## src/rtl/btn_debounce_pkg.sv

```systemverilog
// Package: btn_debounce_pkg
//
// Board-level constants shared by the input conditioner and the logic it
// feeds, plus the helper that sizes the debounce counter.
//
// Contents:
//   CLK_HZ              board system clock frequency
//   N_BTN_DEFAULT       number of pushbuttons on the lab board
//   DEB_CYCLES_DEFAULT  stable cycles before a level change is accepted (5 ms)
//   deb_cnt_w()         counter width able to hold 0 .. cycles-1
package btn_debounce_pkg;

    localparam int CLK_HZ             = 50_000_000;
    localparam int N_BTN_DEFAULT      = 4;
    localparam int DEB_CYCLES_DEFAULT = CLK_HZ / 200;

    // The counter only ever needs to reach cycles-1, so clog2(cycles) bits
    // are enough; cycles >= 2 keeps the width at least 1.
    function automatic int deb_cnt_w(input int cycles);
        return $clog2(cycles);
    endfunction

endpackage

```

## src/rtl/btn_debounce_cell.sv

```systemverilog
// Module: debounce_cell
//
// One-bit input conditioner: 2-FF synchroniser, stability counter and
// registered edge pulses.
//
// Parameters:
//   DEB_CYCLES  consecutive disagreeing cycles needed to accept a new level
//
// Ports:
//   clk    in   system clock
//   rst_n  in   asynchronous active-low reset
//   din    in   raw asynchronous input
//   level  out  debounced level
//   rise   out  one-cycle pulse on an accepted 0->1 change
//   fall   out  one-cycle pulse on an accepted 1->0 change
module debounce_cell
    import btn_debounce_pkg::*;
#(
    parameter int DEB_CYCLES = DEB_CYCLES_DEFAULT
) (
    input  logic clk,
    input  logic rst_n,
    input  logic din,
    output logic level,
    output logic rise,
    output logic fall
);

    localparam int CNT_W = deb_cnt_w(DEB_CYCLES);
    localparam logic [CNT_W-1:0] CNT_MAX = CNT_W'(DEB_CYCLES - 1);

    logic             s1_q;
    logic             s2_q;
    logic             level_q;
    logic             level_d;
    logic             rise_q;
    logic             rise_d;
    logic             fall_q;
    logic             fall_d;
    logic [CNT_W-1:0] cnt_q;
    logic [CNT_W-1:0] cnt_d;

    // Plain synchroniser pair, nothing between the two stages.
    always_ff @(posedge clk or negedge rst_n) begin
        if (!rst_n) begin
            s1_q <= 1'b0;
            s2_q <= 1'b0;
        end else begin
            s1_q <= din;
            s2_q <= s1_q;
        end
    end

    // Any agreement clears the count, so only an unbroken run of
    // DEB_CYCLES disagreements flips the level. The count stops at CNT_MAX
    // because reaching it either flips the level or is followed by a clear.
    always_comb begin
        cnt_d   = '0;
        level_d = level_q;
        rise_d  = 1'b0;
        fall_d  = 1'b0;
        if (s2_q != level_q) begin
            if (cnt_q == CNT_MAX) begin
                level_d = s2_q;
                rise_d  = s2_q;
                fall_d  = ~s2_q;
            end else begin
                cnt_d = cnt_q + 1'b1;
            end
        end
    end

    always_ff @(posedge clk or negedge rst_n) begin
        if (!rst_n) begin
            cnt_q   <= '0;
            level_q <= 1'b0;
            rise_q  <= 1'b0;
            fall_q  <= 1'b0;
        end else begin
            cnt_q   <= cnt_d;
            level_q <= level_d;
            rise_q  <= rise_d;
            fall_q  <= fall_d;
        end
    end

    assign level = level_q;
    assign rise  = rise_q;
    assign fall  = fall_q;

endmodule

```

## src/rtl/btn_debounce.sv

```systemverilog
// Module: btn_debounce
//
// Input conditioner for the lab board pushbuttons and slide switch. Each
// button gets its own debounce cell; the slide switch is either debounced
// the same way (SW_DEBOUNCE_EN defined) or only synchronised (default).
// The switch never produces pulses.
//
// Parameters:
//   N_BTN       number of pushbuttons
//   DEB_CYCLES  stable cycles before a level change is accepted (>= 2)
//
// Ports:
//   clk          in   system clock
//   rst_n        in   asynchronous active-low reset
//   btn_raw      in   raw pushbuttons, active-high, asynchronous
//   sw_raw       in   raw slide switch, asynchronous
//   btn_level    out  debounced button levels
//   btn_press    out  one-cycle pulse per bit on accepted 0->1
//   btn_release  out  one-cycle pulse per bit on accepted 1->0
//   sw_level     out  conditioned switch level
//
// Build option: SW_DEBOUNCE_EN
module btn_debounce
    import btn_debounce_pkg::*;
#(
    parameter int N_BTN      = N_BTN_DEFAULT,
    parameter int DEB_CYCLES = DEB_CYCLES_DEFAULT
) (
    input  logic             clk,
    input  logic             rst_n,
    input  logic [N_BTN-1:0] btn_raw,
    input  logic             sw_raw,
    output logic [N_BTN-1:0] btn_level,
    output logic [N_BTN-1:0] btn_press,
    output logic [N_BTN-1:0] btn_release,
    output logic             sw_level
);

    for (genvar i = 0; i < N_BTN; i++) begin : g_btn
        debounce_cell #(
            .DEB_CYCLES(DEB_CYCLES)
        ) u_cell (
            .clk   (clk),
            .rst_n (rst_n),
            .din   (btn_raw[i]),
            .level (btn_level[i]),
            .rise  (btn_press[i]),
            .fall  (btn_release[i])
        );
    end

`ifdef SW_DEBOUNCE_EN
    debounce_cell #(
        .DEB_CYCLES(DEB_CYCLES)
    ) u_sw (
        .clk   (clk),
        .rst_n (rst_n),
        .din   (sw_raw),
        .level (sw_level),
        .rise  (),
        .fall  ()
    );
`else
    logic sw_s1_q;
    logic sw_s2_q;

    always_ff @(posedge clk or negedge rst_n) begin
        if (!rst_n) begin
            sw_s1_q <= 1'b0;
            sw_s2_q <= 1'b0;
        end else begin
            sw_s1_q <= sw_raw;
            sw_s2_q <= sw_s1_q;
        end
    end

    assign sw_level = sw_s2_q;
`endif

endmodule
```

## config.mk

```make
export PLATFORM = sky130hd
export DESIGN_NAME = btn_debounce
export DESIGN_NICKNAME = d
export VERILOG_FILES = /design/src/rtl/btn_debounce_pkg.sv /design/src/rtl/btn_debounce_cell.sv /design/src/rtl/btn_debounce.sv
export SDC_FILE = /design/constraint.sdc
export NUM_CORES = 1
export LEC_CHECK = 0
export BUFFER_PORTS_ARGS = -buffer_cell sky130_fd_sc_hd__buf_2
export CAP_MARGIN = 25
export CORE_MARGIN = 10
export CORE_UTILIZATION = 60
export CTS_CLUSTER_SIZE = 40
export DETAILED_ROUTE_END_ITERATION = 10
export GPL_TIMING_DRIVEN = 0
export PLACE_DENSITY = 0.78
export SLEW_MARGIN = 10
export SYNTH_ARGS = -nofsm -noshare
export SYNTH_HDL_FRONTEND = slang
export SYNTH_HIERARCHICAL = 1
export SYNTH_SLANG_ARGS = --single-unit
```

## constraint.sdc

```tcl
create_clock -name clk -period 3.42 [get_ports clk]
set_clock_uncertainty 0.05 [all_clocks]
set_input_delay 0.342 -clock clk [delete_from_list [all_inputs] [get_ports clk]]
set_output_delay 0.342 -clock clk [all_outputs]
set_load 0.1 [all_outputs]
```

== After elaboration in Yosys (flattened, before gate mapping) ==
Index checks and enable logic that the tools add are counted.
Word-level totals
  register bits: 94
  input port bits: 7
  output and inout bits: 13
  logic and storage cells: 70
Cells by class
  add/subtract/negate cells: 4
  equality and inequality tests: 8
  mux-type cells: 24
  bitwise gates (word level): 4
  reductions and logical operators: 4
Operators with widths (number)
  18-bit 2-to-1 mux: 8
  18-bit by 1-bit adder with 18-bit output, second input constant: 4
  18-bit equality test, second input constant: 4
  1-bit 2-to-1 mux: 16
  2-bit AND reduction: 4
  1-bit != test: 4
  1-bit NOT: 4

== Longest topological paths before layout ==
  depth in word-level cells: 3
  mapped depth: 5
  gate-level depth less buffers: 5

== By module ==
Netlist, hierarchy kept.
Modules (own cells, without submodules)
  debounce_cell: instances 4, cells an instance 102, area an instance 1077.3 um^2, seq. area each 575.6 um^2
  btn_debounce: instances 1, cells an instance 2, area an instance 50.0 um^2, seq. area each 50.0 um^2

== Worst setup path before layout ==
No wires, ideal clock.
  path type: register -> register
  from: register g_btn[0].u_cell.cnt_q[11]
  to: register g_btn[0].u_cell.cnt_q[10]
  arrival time: 1.762 ns
  data required time: 3.248 ns
  slack: 1.487 ns
  cell stages (with the launch flop): 5
  period minus slack after synthesis: 1.933 ns
  cells stage by stage: dfrtp_1 > or4b_1 > o41ai_2 > buf_2 > nor2_1
On the way
  cells in the longest elaborated chain, start to end: 3
RTL lines
  from (decl): line btn_debounce_cell.sv:40  | logic [CNT_W-1:0] cnt_q;
  from (signal assigned): line btn_debounce_cell.sv:80  | cnt_q <= cnt_d;
  18-bit equality test: line btn_debounce_cell.sv:63  | if (cnt_q == CNT_MAX) begin
  18-bit 2-to-1 mux: line btn_debounce_cell.sv:63
  18-bit 2-to-1 mux: line btn_debounce_cell.sv:62  | if (s2_q != level_q) begin
  named net g_btn[0].u_cell.cnt_d[10]: line btn_debounce_cell.sv:41  | logic [CNT_W-1:0] cnt_d;
The timed path passes the listed nets, and every way through them passes these cells.
A chain may end at the register's enable or synchronous reset.

== Worst setup path after layout ==
  from: register g_btn[2].u_cell.cnt_q[8]
  to: register g_btn[2].u_cell.cnt_q[14]
On the way
  cells in the longest elaborated chain, start to end: 3
  elaborated cells between the ends (all ways): 4
  those cells by class: 1 x add/sub; 1 x eq/ne; 2 x mux
RTL lines (line)
  from (decl): btn_debounce_cell.sv:40
  from (signal assigned): btn_debounce_cell.sv:80
  18-bit by 1-bit adder with 18-bit output or 18-bit equality test (tied branches): btn_debounce_cell.sv:68, btn_debounce_cell.sv:63
  18-bit 2-to-1 mux (*): btn_debounce_cell.sv:63
  18-bit 2-to-1 mux (*): btn_debounce_cell.sv:62
  named net g_btn[2].u_cell.cnt_d[14]: btn_debounce_cell.sv:41
The timed path passes the listed nets; every way through them passes the cells marked *.

==> summary.txt <==
Pwr
  – Maximum VDD drop: 291.8 uV
  – Flop pwr share: 60.7%
  – Switching share of power: 23.83%
  – Combinational power share: 3.8%
  – P_leak: 1.918 nW
  – Power density cells: 393.6 mW/mm2
  – Sw Pwr: 0.4499 mW
  – P_int: 1.438 mW
  – Clock power share: 35.5%

Detailed routing
  – DRT Pass-1 Iters: 5
  – DRT Wirelength: 7967 um
  – Routed len/inst: 14.56 um
  – Final ANT Viol Nets: 0
  – Drt drc: 0
  – Vias per inst: 5.852
  – Starting DRT DRC Count: 120
  – Vias: 3201

Timing
  – Final hold vios: 0
  – Worst-Margin Slew: 805.1 ps
  – Fin crit share: 68.18%
  – # setup viols final: 0
  – Unrepaired setup endpoints after global routing: false
  – Final min period: 2332 ps
  – TNS Setup: 0 ps
  – WHS: 43.67 ps
  – Max transition margin: 45.74%
  – Pins Over Slew Limit: 0
  – Max Clock Freq: 0.4288 GHz

Final layout
  – Share of layout cells above drive strength 1: 13.87%
  – Final net count: 453
  – Final core occ: 66.85%
  – Commonest cells after routing, fill and taps aside: dfrtp_1, nor2_1, xor2_1, buf_2
  – FILL cells: 566
  – Register area: 0.002352 mm2
  – Most common cell after layout, fill and taps aside: dfrtp_1
  – Area grow syn2layout: 10.05%
  – Area of the multi-input gates: 0.001952 mm2

Yosys
  – Syn_nets: 421
  – Unique masters post-synth: 27
  – Synth area leader: dfrtp_1
  – Largest cells by area after synthesis: dfrtp_1, xor2_1, nor2_1, xnor2_1, nand4_1
  – Synth Register Bits: 94
  – Avg Cell Area, Syn: 10.63 um2
  – Post-synth EDFFs: 0
  – Post-Syn Instances: 410
  – Main synth FF type: dfrtp_1
  – Synth top area share: 53.96%
  – Async SR Flop Fraction: 100.0%
  – Seq/Total Area, Yosys: 53.96%
  – Synth warn: 6
  – Synth Cell Area: 0.004359 mm2

Clock network
  – Root Driver: clkbuf_8
  – Clock sink total: 94
  – Clock transition at path regs: 80 ps
  – CTS Buffer Depth: 2
  – Post-CTS setup buffer count: 0
  – Clk_lat worst skew: 360 ps
  – CTS H-tree depth: 3
  – Total CTS buffers: 9
  – CTS tree: yes

Critical path
  – Worst Path Required: 3610 ps
  – Startpoint class of the critical path: register
  – CP peak stage delay: 790 ps
  – Worst path slowest cell: o41ai_2
  – Max Fanout on Critical Path: 10
  – CP cell instances: nor4_1, nand3_1, o41ai_2, buf_2, nor2_1
  – Crit path kind: reg -> reg
  – CP Data Arrival Time: 2520 ps
  – CP Capture Type: register

Die
  – Std cell rows: 31
  – Starting Density: 60.75%
  – Die ar.: 0.01107 mm2
  – Die height: 105.2 um
  – CORE AREA: 0.007176 mm2
  – Total I/O pin count: 20
  – Die W: 105.2 um

Global route
  – GR Util All Layers: 15.18%
  – First-pass GRT wire length: 14250 um
  – Congestion Overflow GR: 0
  – Largest net degree at the start of global routing: 59
  – Vias in the first global route: 3143
  – Initial antenna violation count: 0

Placed design
  – IO Port Bufs: 19
  – Detailed placement HPWL: 5543 um
  – RD Place Congestion: 0.8248

Worst hold path
  – Hold Crit Class: in -> reg

Run status
  – Status: finished, final reports clean

Job
  – Max-Cap Viols: 0
final timing paths:
| check | start | endpoint | slack [ps] | cells after the start |
|---|---|---|---|---|
| max | g_btn[2].u_cell/cnt_q[8] | g_btn[2].u_cell/cnt_q[14] | 1090 | 5 |
| min | btn_raw[0] | g_btn[0].u_cell/s1_q | 40 | 1 |
| max reg2reg | g_btn[2].u_cell/cnt_q[8] | g_btn[2].u_cell/cnt_q[14] | 1090 | 5 |
| min reg2reg | g_btn[0].u_cell/s1_q | g_btn[0].u_cell/s2_q | 310 | 0 |
| max in group asynchronous | rst_n | g_btn[0].u_cell/fall | 2260 | 3 |
| min in group asynchronous | rst_n | g_btn[3].u_cell/cnt_q[13] | 440 | 2 |
flip-flops by register name, summed over array words and instances, names as in the netlist:
register            cells
g_btn.u_cell/cnt_q     72
g_btn.u_cell/fall       4
g_btn.u_cell/level      4
g_btn.u_cell/rise       4
g_btn.u_cell/s1_q       4
g_btn.u_cell/s2_q       4
sw_level                1
sw_s1_q                 1
per-stage QoR:
stage	instances	cell area, um2	worst slack [ps]	power [mW]
after floorplan	410	4359	1487	1.198
after global placement	528	4578	1100	1.234
after detailed placement	529	4608	1142	1.240
after CTS	546	4795	1106	1.911
after global routing	546	4795	915.2	1.970
final	547	4797	1088	1.888
power by group through the flow:
| stage | registers [mW] | clock network, mW | logic, mW |
|---|---|---|---|
| 2_1_floorplan | 1.17 | 0 | 0.0303 |
| 3_3_place_gp | 1.17 | 0 | 0.0677 |
| 3_5_place_dp | 1.17 | 0 | 0.0721 |
| 4_1_cts | 1.15 | 0.691 | 0.0741 |
| 5_1_grt | 1.15 | 0.737 | 0.0831 |
| 6_report | 1.15 | 0.670 | 0.0717 |
layout make-up:
cell class / instances / area share, %
buffer: 8 / 0.8346
clock buffer: 12 / 3.026
antenna: 1 / 0.05216
clock inverter: 4 / 0.6521
tap: 99 / 2.582
multi-input combinational: 304 / 40.69
inverter: 4 / 0.3130
timing repair buffer: 21 / 2.817
sequential: 94 / 49.04
cell usage after synthesis (8+ instances only):
master	number
nor3_1	8
dfrtp_1	94
buf_2	8
a21oi_1	16
nor4_1	12
xnor2_1	24
nand2_1	20
or3_1	8
o21ai_0	12
nand4_1	24
nand3_1	24
xor2_1	28
nor2_1	56
or4_1	20
nor3b_1	8
logic make-up after synthesis:
family / synth area share (%)
flip-flops: 53.96
multiplexers: 1.033
AND/OR/NAND/NOR: 26.75
adder cells (fa/ha/maj): 1.148
AO/OA/AOI/OAI: 5.396
buffers and inverters: 1.263
XOR/XNOR: 10.45
worst max-delay path: cells and delay by family (launching register included):
| family | cells | cell delay (ps) |
|---|---|---|
| AO/OA/AOI/OAI | 1 | 790 |
| buffers and inverters | 1 | 350 |
| flip-flops | 1 | 460 |
| AND/OR/NAND/NOR | 3 | 560 |
layer usage:
metal	vias up	GRT usage, %	wire length, um
met5	-	0	0
met1	1574	20.21	3831
met3	5	4.933	393
met4	0	5.784	61
li1	1565	-	-
met2	57	22.58	3682
repair_timing:
action	CTS	global route
hold buffers	1	0
gates resized for setup	0	0
endpoints found under the hold margin	36	0
No activity file was read; power rests on OpenSTA's default activity.
